File: config.mk
export PLATFORM = sky130hd
export DESIGN_NAME = vga_timing_ctrl
export DESIGN_NICKNAME = d
export VERILOG_FILES = /design/src/rtl/vga_timing_ctrl.sv
export SDC_FILE = /design/constraint.sdc
export NUM_CORES = 1
export LEC_CHECK = 0
export CELL_PAD_IN_SITES_DETAIL_PLACEMENT = 1
export CELL_PAD_IN_SITES_GLOBAL_PLACEMENT = 2
export CORE_MARGIN = 1.5
export CORE_UTILIZATION = 33
export CTS_BUF_LIST = sky130_fd_sc_hd__clkbuf_4 sky130_fd_sc_hd__clkbuf_8 sky130_fd_sc_hd__clkbuf_16
export DETAILED_ROUTE_END_ITERATION = 6
export PLACE_DENSITY = 0.94
export SKIP_CTS_REPAIR_TIMING = 1
export SYNTH_ARGS = -nofsm -noshare
export SYNTH_HDL_FRONTEND = slang
export SYNTH_SLANG_ARGS = --single-unit
File: constraint.sdc
create_clock -name clock -period 3.4 [get_ports clock]
set_clock_uncertainty 0.05 [all_clocks]
set_input_delay 0.68 -clock clock [delete_from_list [all_inputs] [get_ports clock]]
set_output_delay 0.68 -clock clock [all_outputs]
set_load 0.01 [all_outputs]
File: src/rtl/vga_timing_ctrl.sv
// vga_timing_ctrl: VGA raster timing generator with frame-synchronous pattern-mode handshake.
//   clock       : system clock, all logic on the rising edge
//   reset_n     : synchronous active-low reset
//   mode_req    : 4-phase mode change request
//   mode_in     : requested pattern mode, stable while mode_req is high
//   mode_ack    : mode_in has been applied
//   mode        : active pattern mode
//   pxcount     : horizontal pixel position
//   linecount   : vertical line position
//   bright      : active video region
//   hsync/vsync : active-low sync pulses
//   frame_start : one-clock pulse as the raster wraps to (0,0)
//   frame_count : completed-frame counter
module vga_timing_ctrl #(
  parameter int CLK_DIV  = 4,
  parameter int H_ACTIVE = 640,
  parameter int H_FP     = 16,
  parameter int H_SYNC   = 96,
  parameter int H_BP     = 48,
  parameter int V_ACTIVE = 480,
  parameter int V_FP     = 10,
  parameter int V_SYNC   = 2,
  parameter int V_BP     = 33
) (
  input  logic        clock,
  input  logic        reset_n,
  input  logic        mode_req,
  input  logic [1:0]  mode_in,
  output logic        mode_ack,
  output logic [1:0]  mode,
  output logic [10:0] pxcount,
  output logic [10:0] linecount,
  output logic        bright,
  output logic        hsync,
  output logic        vsync,
  output logic        frame_start,
  output logic [7:0]  frame_count
);
  localparam int H_TOTAL = H_ACTIVE + H_FP + H_SYNC + H_BP;
  localparam int V_TOTAL = V_ACTIVE + V_FP + V_SYNC + V_BP;
  localparam logic [10:0] H_ACT_END  = 11'(H_ACTIVE - 1);
  localparam logic [10:0] H_FP_END   = 11'(H_ACTIVE + H_FP - 1);
  localparam logic [10:0] H_SYNC_END = 11'(H_ACTIVE + H_FP + H_SYNC - 1);
  localparam logic [10:0] H_LAST     = 11'(H_TOTAL - 1);
  localparam logic [10:0] V_ACT_END  = 11'(V_ACTIVE - 1);
  localparam logic [10:0] V_FP_END   = 11'(V_ACTIVE + V_FP - 1);
  localparam logic [10:0] V_SYNC_END = 11'(V_ACTIVE + V_FP + V_SYNC - 1);
  localparam logic [10:0] V_LAST     = 11'(V_TOTAL - 1);

  typedef enum logic [1:0] {S_HACT, S_HFP, S_HSYNC, S_HBP} h_state_t;
  typedef enum logic [1:0] {S_VACT, S_VFP, S_VSYNC, S_VBP} v_state_t;
  typedef enum logic [1:0] {M_IDLE, M_PEND, M_ACK} m_state_t;

  logic [3:0] divider;
  logic       tick, line_end, frame_end;
  h_state_t   h_state, h_next;
  v_state_t   v_state, v_next;
  m_state_t   m_state, m_next;
  logic       hsync_d, vsync_d, bright_d;
  logic [1:0] pending;
  logic       capture, apply;

  assign tick      = divider == 4'(CLK_DIV - 1);
  assign line_end  = tick && pxcount == H_LAST;
  assign frame_end = line_end && linecount == V_LAST;

  always_ff @(posedge clock)
    if (!reset_n) begin
      divider     <= '0;
      pxcount     <= '0;
      linecount   <= '0;
      frame_start <= 1'b0;
      frame_count <= '0;
    end else begin
      divider     <= tick ? '0 : divider + 4'd1;
      pxcount     <= !tick ? pxcount : line_end ? '0 : pxcount + 11'd1;
      linecount   <= !line_end ? linecount : frame_end ? '0 : linecount + 11'd1;
      frame_start <= frame_end;
      frame_count <= frame_end ? frame_count + 8'd1 : frame_count;
    end

  // Sync/blank outputs are registered from the next state so they change on
  // the same edge as the counters they describe.
  always_ff @(posedge clock)
    if (!reset_n) begin
      h_state <= S_HACT;
      v_state <= S_VACT;
      hsync   <= 1'b1;
      vsync   <= 1'b1;
      bright  <= 1'b0;
    end else begin
      h_state <= h_next;
      v_state <= v_next;
      hsync   <= hsync_d;
      vsync   <= vsync_d;
      bright  <= bright_d;
    end

  always_comb begin
    h_next = h_state;
    if (tick)
      case (h_state)
        S_HACT:  h_next = pxcount == H_ACT_END  ? S_HFP   : S_HACT;
        S_HFP:   h_next = pxcount == H_FP_END   ? S_HSYNC : S_HFP;
        S_HSYNC: h_next = pxcount == H_SYNC_END ? S_HBP   : S_HSYNC;
        default: h_next = pxcount == H_LAST     ? S_HACT  : S_HBP;
      endcase
  end

  always_comb begin
    v_next = v_state;
    if (line_end)
      case (v_state)
        S_VACT:  v_next = linecount == V_ACT_END  ? S_VFP   : S_VACT;
        S_VFP:   v_next = linecount == V_FP_END   ? S_VSYNC : S_VFP;
        S_VSYNC: v_next = linecount == V_SYNC_END ? S_VBP   : S_VSYNC;
        default: v_next = linecount == V_LAST     ? S_VACT  : S_VBP;
      endcase
  end

  always_comb begin
    hsync_d  = h_next != S_HSYNC;
    vsync_d  = v_next != S_VSYNC;
    bright_d = h_next == S_HACT && v_next == S_VACT;
  end

  always_ff @(posedge clock)
    if (!reset_n) m_state <= M_IDLE;
    else          m_state <= m_next;

  // A capture on the frame_end edge lands in M_PEND after that edge, so the
  // mode is applied at the following frame boundary, never the current one.
  always_comb begin
    m_next = m_state;
    case (m_state)
      M_IDLE:  m_next = capture ? M_PEND : M_IDLE;
      M_PEND:  m_next = frame_end ? M_ACK : M_PEND;
      M_ACK:   m_next = mode_req ? M_ACK : M_IDLE;
      default: m_next = M_IDLE;
    endcase
  end

  always_comb begin
    mode_ack = m_state == M_ACK;
    capture  = m_state == M_IDLE && mode_req && !mode_ack;
    apply    = m_state == M_PEND && frame_end;
  end

  always_ff @(posedge clock)
    if (!reset_n) begin
      pending <= '0;
      mode    <= '0;
    end else begin
      pending <= capture ? mode_in : pending;
      mode    <= apply ? pending : mode;
    end
endmodule

### Word-level counts from Yosys, hierarchy flattened

Cells that the tools add are included.

* flip-flop bits (word level): 48
* output and inout port bits: 37
* word-level logic and storage cells: 66
* input port bits: 5

* multiplexer cells: 18
* add/sub/neg operators: 4
* equal/unequal tests: 17
* reductions and logical operators: 13
* bitwise operators: 1

Operators by type and width (number)
* $eq 11x10->1 const B: 5
* $eq 11x9->1 const B: 3
* $add 11x1->11 const B: 2
* $mux 11: 2
* $pmux 2 s3: 3
* $mux 2: 8
* $logic_not 2->1: 5
* $add 8x1->8 const B: 1
* $eq 2x1->1 const B: 3
* $eq 2x2->1 const B: 3
* $logic_and 1x1->1: 6
* $mux 1: 5
* $add 4x1->4 const B: 1
* $eq 4x2->1 const B: 1
* $ne 2x2->1 const B: 2
* $reduce_or 2->1: 1
* $logic_not 1->1: 1
* $not 1->1: 1

### Depth between registers and ports, before layout

Gate-level depths: netlist (run 1).

* word-level depth: 6
* gate-level depth with buffers: 8
* depth with buffers taken out: 7

### Worst setup path before layout (run 1)

OpenSTA, ideal clock, no wires.

* path type: register to register
* from: register pxcount[0]
* to: register frame_count[6]
* data arrival time: 1.805 ns
* period minus slack after synthesis: 1.970 ns
* required time: 3.235 ns
* slack: 1.430 ns
* stages on the path, launching flop included: 8
* path buffers: 1
* library setup time: 0.115 ns
* cell sequence: dfxtp_1 -> ha_1 -> and4_1 -> nand4_1 -> buf_2 -> nor4_2 -> xor2_1 -> and2_1

* longest elaborated chain between the ends: 3

RTL lines
* start, declared: line 31 `output logic [10:0] pxcount,`
* start signal, assigned: line 76 `pxcount <= !tick ? pxcount : line_end ? '0 : pxcount + 11'd1;`
* $eq 11x10->1: line 64 `assign line_end = tick && pxcount == H_LAST;`
* $logic_and 1x1->1: line 64
* $logic_and 1x1->1: line 65 `assign frame_end = line_end && linecount == V_LAST;`
* end signal, assigned: line 79 `frame_count <= frame_end ? frame_count + 8'd1 : frame_count;`
* end, declared: line 37 `output logic [7:0] frame_count`

No other way between the ends.
A chain may end at the register's enable or synchronous reset.

### Final worst setup path (run 1)

* from: register linecount[0]
* to: register linecount[5]

* longest elaborated chain between the ends: 3
* elaborated cells on any way between the ends: 4
* classes of those cells: add/sub: 1; eq/ne: 1; mux: 1; reduce/logical: 1

RTL lines
* start, declared: line 32 `output logic [10:0] linecount,`
* start signal, assigned: line 77 `linecount <= !line_end ? linecount : frame_end ? '0 : linecount + 11'd1;`
* parallel branches: the longest is 2 deep, another holds $add 11x1->11
* $mux 11 *: line 77

Every way passes the cells marked *.

==> flow_metrics.py, run 1 <==
metrics = {
    "critical_path": {
        "worst-path-max-fanout": 12,
        "arrival_ns": 2.59,
        "path_class": "flip-flop to flip-flop",
        "cpLargestDelayFamily": "compound AO/OA/AOI/OAI gates",
        "required_ns": 3.50,
        "max_stage_delay_ns": 0.80,
        "cp-end-kind": "flip-flop",
        "worst_setup_path_start_kind": "flip-flop",
        "crit_slowest_cell": "o21ai_1",
        "crit_chain": "inv_1 > ha_1 > nor4bb_1 > nand4_1 > o21ai_1 > a211oi_1",
        "path_buf_inv": 1,
    },
    "layout": {
        "final.fill_count": 776,
        "fin_nets": 307,
        "finish.utilization": 0.4266,
        "syn2layout_area_growth_pct": 26.23,
        "diodes": 0,
        "drive_gt1_frac": 0.05051,
        "fin_cells": 377,
    },
    "routing": {
        "wl_per_cell_um": 14.27,
        "via_count": 1931,
        "viasPerCell": 5.122,
        "routed_wl_um": 5379,
        "initialDrtViolationCount": 47,
        "dr.pass1.iters": 4,
        "drtAntennaViolNets": 0,
        "drc_errors": 0,
    },
    "placed_design": {
        "place_hpwl_um": 4016,
        "dp_cells": 369,
        "gp_congestion": 0.7700,
        "portBuffers": 41,
    },
    "synth": {
        "syn-num-nets": 266,
        "synthCells": 255,
        "ys_warn_count": 0,
        "synth_edf_count": 0,
        "synth_top_cell_by_area": "dfxtp_1",
        "synth_area_leaders": "dfxtp_1 42%, xor2_1 7.7%, nor2_1 4.5%, nand2_1 3.5%, ha_1 3.3%",
        "ys_ff_latch": 48,
        "ys_seq_area_frac": 0.4231,
        "syn_area_per_cell_sq_um": 8.906,
        "synth_ff_type": "dfxtp_1",
        "yosysMostFrequentCell": "dfxtp_1",
        "synth.top_cell.area_share": 0.4231,
        "synth_commonest_cells": "48 x dfxtp_1, 27 x nor2_1, 21 x nand2_1, 20 x xor2_1, 13 x nand3_1",
        "syn_area_sq_mm": 0.002271,
        "synth_cell_types": 45,
        "synthArstFlopShare": 0,
    },
    "grt": {
        "grt-ovfl-total": 0,
        "grt_usage": 0.1544,
        "grt_pass1_wl_um": 9204,
        "grt_max_degree": 24,
        "antenna_found_initial": 0,
        "grt_pass1_vias": 1936,
    },
    "timing": {
        "finalCritPeriodShare": 0.7326,
        "slew_headroom": 0.4951,
        "min_period_ns": 2.491,
        "hold_viol": 0,
        "fmax_ghz": 0.4015,
        "setup_violations": 0,
        "final_max_slew_viol_count": 0,
        "finalSetupTns_ns": 0,
        "tightest_slew_ns": 0.7524,
        "rsz0062_at_grt": "no",
    },
    "clock_network": {
        "clk_latency_ns": 0.30,
        "root_buffer": "clkbuf_8",
        "clk_pin_slew_worst_paths_ns": 0.09,
        "cts_tree": "done",
        "htreeDepth": 2,
        "clockBufferDepth": 2,
        "cts.sinks": 48,
        "cts_made_buffers": 5,
    },
    "hold_path": {
        "hold_path_class": "flip-flop to flip-flop",
    },
    "job": {
        "drv_cap": 0,
    },
    "floorplanning": {
        "num_rows": 30,
        "die_area_sq_mm": 0.007388,
        "core_area_sq_mm": 0.006719,
        "die_w_um": 85.96,
        "start_util": 0.3380,
        "ios": 42,
        "dieHeight_um": 85.96,
    },
    "power_and_ir_drop": {
        "power_density_mw_per_mm2": 358.4,
        "peakVddDrop_mv": 0.1756,
        "p_leak_nw": 1.046,
        "p_total_w": 0.001027,
    },
    "status": {
        "outcome": "complete, no violations",
    },
}
[worst paths after layout]
path | startpoint | end | cells past startpoint | slack, ns
hold reg to reg | divider[0]$_SDFF_PP0_ | divider[0]$_SDFF_PP0_ | 1 | 0.40
hold / removal | divider[0]$_SDFF_PP0_ | divider[0]$_SDFF_PP0_ | 1 | 0.40
setup / recovery | linecount[0]$_SDFFE_PN0N_ | linecount[5]$_SDFFE_PN0N_ | 6 | 0.91
setup reg to reg | linecount[0]$_SDFFE_PN0N_ | linecount[5]$_SDFFE_PN0N_ | 6 | 0.91
[cell usage in the layout, fill, tap and decap left out, types with 2 or more instances in the layout]
master           count
mux2i_1              3
nor2_1              27
ha_1                 6
nor3b_1              2
dfxtp_1             48
a21oi_1              3
and2_1              11
buf_4                3
and4bb_1             2
xnor2_1              5
and3_1               6
inv_1                6
o21ai_1              3
xor2_1              20
nand4_1             10
a31oi_1              4
clkdlybuf4s50_1     41
clkbuf_8             5
nor4_2               2
nand3_1             13
o21ai_0              5
nand2b_1             2
and4_1               4
nor2b_1              9
a21boi_0             4
nor4_1               5
nand2_1             21
nor3_1               7
[metal layers]
| layer | GRT usage | wire length [um] | up-vias |
|---|---|---|---|
| met4 | 0.03959 | 51 | 0 |
| met2 | 0.2534 | 2438 | 38 |
| li1 | - | - | 971 |
| met1 | 0.2087 | 2700 | 917 |
| met3 | 0.02887 | 189 | 5 |
| met5 | 0 | 0 | - |
[flip-flops by register name, summed over array words and instances (netlist names)]
register     count
pxcount         11
mode             2
linecount       11
pending          2
frame_start      1
bright           1
v_state          2
vsync            1
m_state          2
frame_count      8
hsync            1
divider          4
h_state          2
[cell families (layout without fill, tap and decap cells)]
family,Yosys count,after routing,share of synthesized area
AND/OR/NAND/NOR,130,130,0.3229
XOR/XNOR,25,25,0.09642
AO/OA/AOI/OAI,27,27,0.07989
adder cells (fa/ha/maj),6,6,0.03306
buffers and inverters,16,58,0.03140
multiplexers,3,3,0.01322
flip-flops,48,48,0.4231
[cell type report]
cell class / instances / area (sq um) / share of cell area
timing repair buffer: 44 / 432.9 / 0.1510
sequential: 48 / 960.9 / 0.3352
inverter: 6 / 22.52 / 0.007857
clock buffer: 6 / 76.32 / 0.02663
tap: 80 / 100.1 / 0.03492
clock inverter: 2 / 35.03 / 0.01222
multi-input combinational: 191 / 1239 / 0.4321
[report_power, final]
| group | internal, W | total [W] | leakage (nW) | switching (W) |
|---|---|---|---|---|
| sequential | 0.000569 | 0.000574 | 0.388 | 0.00000533 |
| clock | 0.000226 | 0.000417 | 0.0586 | 0.000190 |
| combinational | 0.0000170 | 0.0000368 | 0.600 | 0.0000198 |
[stage by stage]
stage / hold slack (ns) / instance area (sq um) / setup slack (ns)
floorplan: 0.3666 / 2271 / 1.430
global placement: 0.3769 / 2755 / 1.045
detailed placement: 0.3940 / 2755 / 0.9051
CTS: 0.4077 / 2867 / 0.8833
global route: 0.4310 / 2867 / 0.6304
finish: 0.4012 / 2867 / 0.9091
[worst reg2reg max path, cell delays in order, from the launching register on]
cell      delay (ns)
dfxtp_1         0.38
inv_1           0.08
ha_1            0.14
nor4bb_1        0.27
nand4_1         0.50
o21ai_1         0.80
a211oi_1        0.11
Power figures use the tool's default switching activity.
==> run 2: changes to the inputs <==
CORE_UTILIZATION = 31   (was 33)
PLACE_DENSITY = 0.9   (was 0.94)
clock period = 2.55 ns   (was 3.4 ns; I/O delays follow)
==> flow_metrics.py, run 2 (synthesized netlist as in run 1, its figures left out) <==
metrics = {
    "layout": {
        "syn2layout_area_growth_pct": 28.54,
        "reg.largest.list": "linecount x11, pxcount x11, frame_count x8",
        "ff_latch_area_sq_um": 960.9,
        "final.fill_count": 856,
        "fin_nets": 314,
        "stdcell_area_sq_mm": 0.002919,
        "multi_input_area_sq_mm": 0.001239,
        "layout_commonest_cell": "dfxtp_1",
        "layout_common_cells": "48 x dfxtp_1, 41 x clkdlybuf4s50_1, 27 x nor2_1",
        "diodes": 0,
        "drive_gt1_frac": 0.07237,
    },
    "critical_path": {
        "required_ns": 2.73,
        "arrival_ns": 2.35,
        "crit_chain": "ha_1 > or3b_1 > or3_4 > or3_1 > a21oi_1",
        "r2r_cells": 5,
        "worst_setup_path_start_kind": "flip-flop",
        "cp-end-kind": "flip-flop",
        "crit_slowest_cell": "or3b_1",
        "path_class": "flip-flop to flip-flop",
        "worst-path-max-fanout": 8,
        "max_stage_delay_ns": 0.50,
    },
    "timing": {
        "slew_headroom": 0.7203,
        "finalCritPeriodShare": 0.8502,
        "hold_viol": 0,
        "tightest_slew_ns": 0.4177,
        "fmax_ghz": 0.4613,
        "finalSetupTns_ns": 0,
        "hold_ws_ns": 0.4059,
        "fin_ws_ns": 0.3821,
        "rsz0062_at_grt": "no",
        "setup_violations": 0,
        "min_period_ns": 2.168,
        "final_max_slew_viol_count": 0,
    },
    "floorplanning": {
        "dieHeight_um": 88.59,
        "core_area_sq_mm": 0.007176,
        "die_area_sq_mm": 0.007848,
        "ios": 42,
        "num_rows": 31,
        "start_util": 0.3165,
        "die_w_um": 88.59,
    },
    "power_and_ir_drop": {
        "peakVddDrop_mv": 0.2013,
        "p_total_w": 0.001273,
        "clockPowerShare": 0.358,
        "netSwitchingFraction": 0.2346,
        "p_int_w": 0.0009743,
        "p_leak_nw": 1.067,
        "seq_power_share": 0.601,
        "switchingPower_w": 0.0002987,
        "power_density_mw_per_mm2": 436.1,
        "combPwrFrac": 0.040,
    },
    "routing": {
        "dr.pass1.iters": 4,
        "routed_wl_um": 5458,
        "initialDrtViolationCount": 61,
        "wl_per_cell_um": 13.54,
        "drtAntennaViolNets": 0,
        "viasPerCell": 4.916,
        "via_count": 1981,
        "drc_errors": 0,
    },
    "placed_design": {
        "placed_cell_area_sq_mm": 0.002801,
        "gp_congestion": 0.7776,
        "place_hpwl_um": 3834,
        "place_ws_ns": 0.3282,
        "portBuffers": 41,
    },
    "clock_network": {
        "root_buffer": "clkbuf_8",
        "cts_made_buffers": 5,
        "clk_latency_ns": 0.30,
        "htreeDepth": 2,
        "clockBufferDepth": 2,
        "clk_pin_slew_worst_paths_ns": 0.09,
        "cts.sinks": 48,
        "cts_tree": "done",
    },
    "grt": {
        "grt-ovfl-total": 0,
        "grt_pass1_wl_um": 8983,
        "grt_usage": 0.1498,
        "antenna_found_initial": 0,
        "grt_pass1_vias": 1880,
        "grt_max_degree": 19,
    },
    "job": {
        "drv_cap": 0,
    },
    "hold_path": {
        "holdPathStages": 1,
        "hold_path_class": "flip-flop to flip-flop",
    },
    "status": {
        "outcome": "complete, no violations",
    },
}
[run 2: per-stage QoR]
| step | utilization | cells |
|---|---|---|
| CTS | 0.4026 | 399 |
| finish | 0.4068 | 403 |
| floorplan | - | 255 |
| global placement | 0.3904 | 391 |
| detailed placement | 0.3904 | 391 |
| global route | 0.4068 | 403 |
[run 2: worst paths after layout]
kind,slack [ns],from,endpoint
hold reg to reg,0.41,divider[0]$_SDFF_PP0_,divider[0]$_SDFF_PP0_
setup reg to reg,0.38,divider[0]$_SDFF_PP0_,pxcount[9]$_SDFFE_PN0N_
hold / removal,0.41,divider[0]$_SDFF_PP0_,divider[0]$_SDFF_PP0_
setup / recovery,0.38,divider[0]$_SDFF_PP0_,pxcount[9]$_SDFFE_PN0N_
[run 2: area by class of cell]
class                   instances  share of cell area
repair buffers                 51              0.1663
inverters                       6            0.007715
clock buffers                   5             0.02357
flip-flops and latches         48              0.3292
clock inverters                 3            0.006429
well taps                      99             0.04243
multi-input cells             191              0.4243
[run 2: worst max-delay path: cells and delay by family, from the launching register on]
| kind | cells | cell delay [ns] |
|---|---|---|
| fa+ha+maj | 1 | 0.20 |
| simple gates | 3 | 1.32 |
| flops | 1 | 0.37 |
| compound gates | 1 | 0.15 |
[run 2: power groups by stage]
| stage | sequential (W) | combinational [W] | clock [W] |
|---|---|---|---|
| floorplan | 0.000782 | 0.0000311 | 0 |
| global placement | 0.000783 | 0.0000507 | 0 |
| detailed placement | 0.000783 | 0.0000523 | 0 |
| CTS | 0.000766 | 0.0000524 | 0.000482 |
| global route | 0.000768 | 0.0000583 | 0.000505 |
| finish | 0.000766 | 0.0000511 | 0.000456 |
[run 2: per-layer routing]
layer,vias up,share of wire,global-route usage
li1,985,-,-
met1,958,0.49,0.1876
met2,34,0.47,0.2547
met3,4,0.028,0.02799
met4,0,0.017,0.05966
met5,-,0,0
==> run 3: changes to the inputs <==
SKIP_LAST_GASP = 1   (was default)
==> results of run 3 <==
Same layout as run 2: the final DEF is identical, and so are final timing and power.
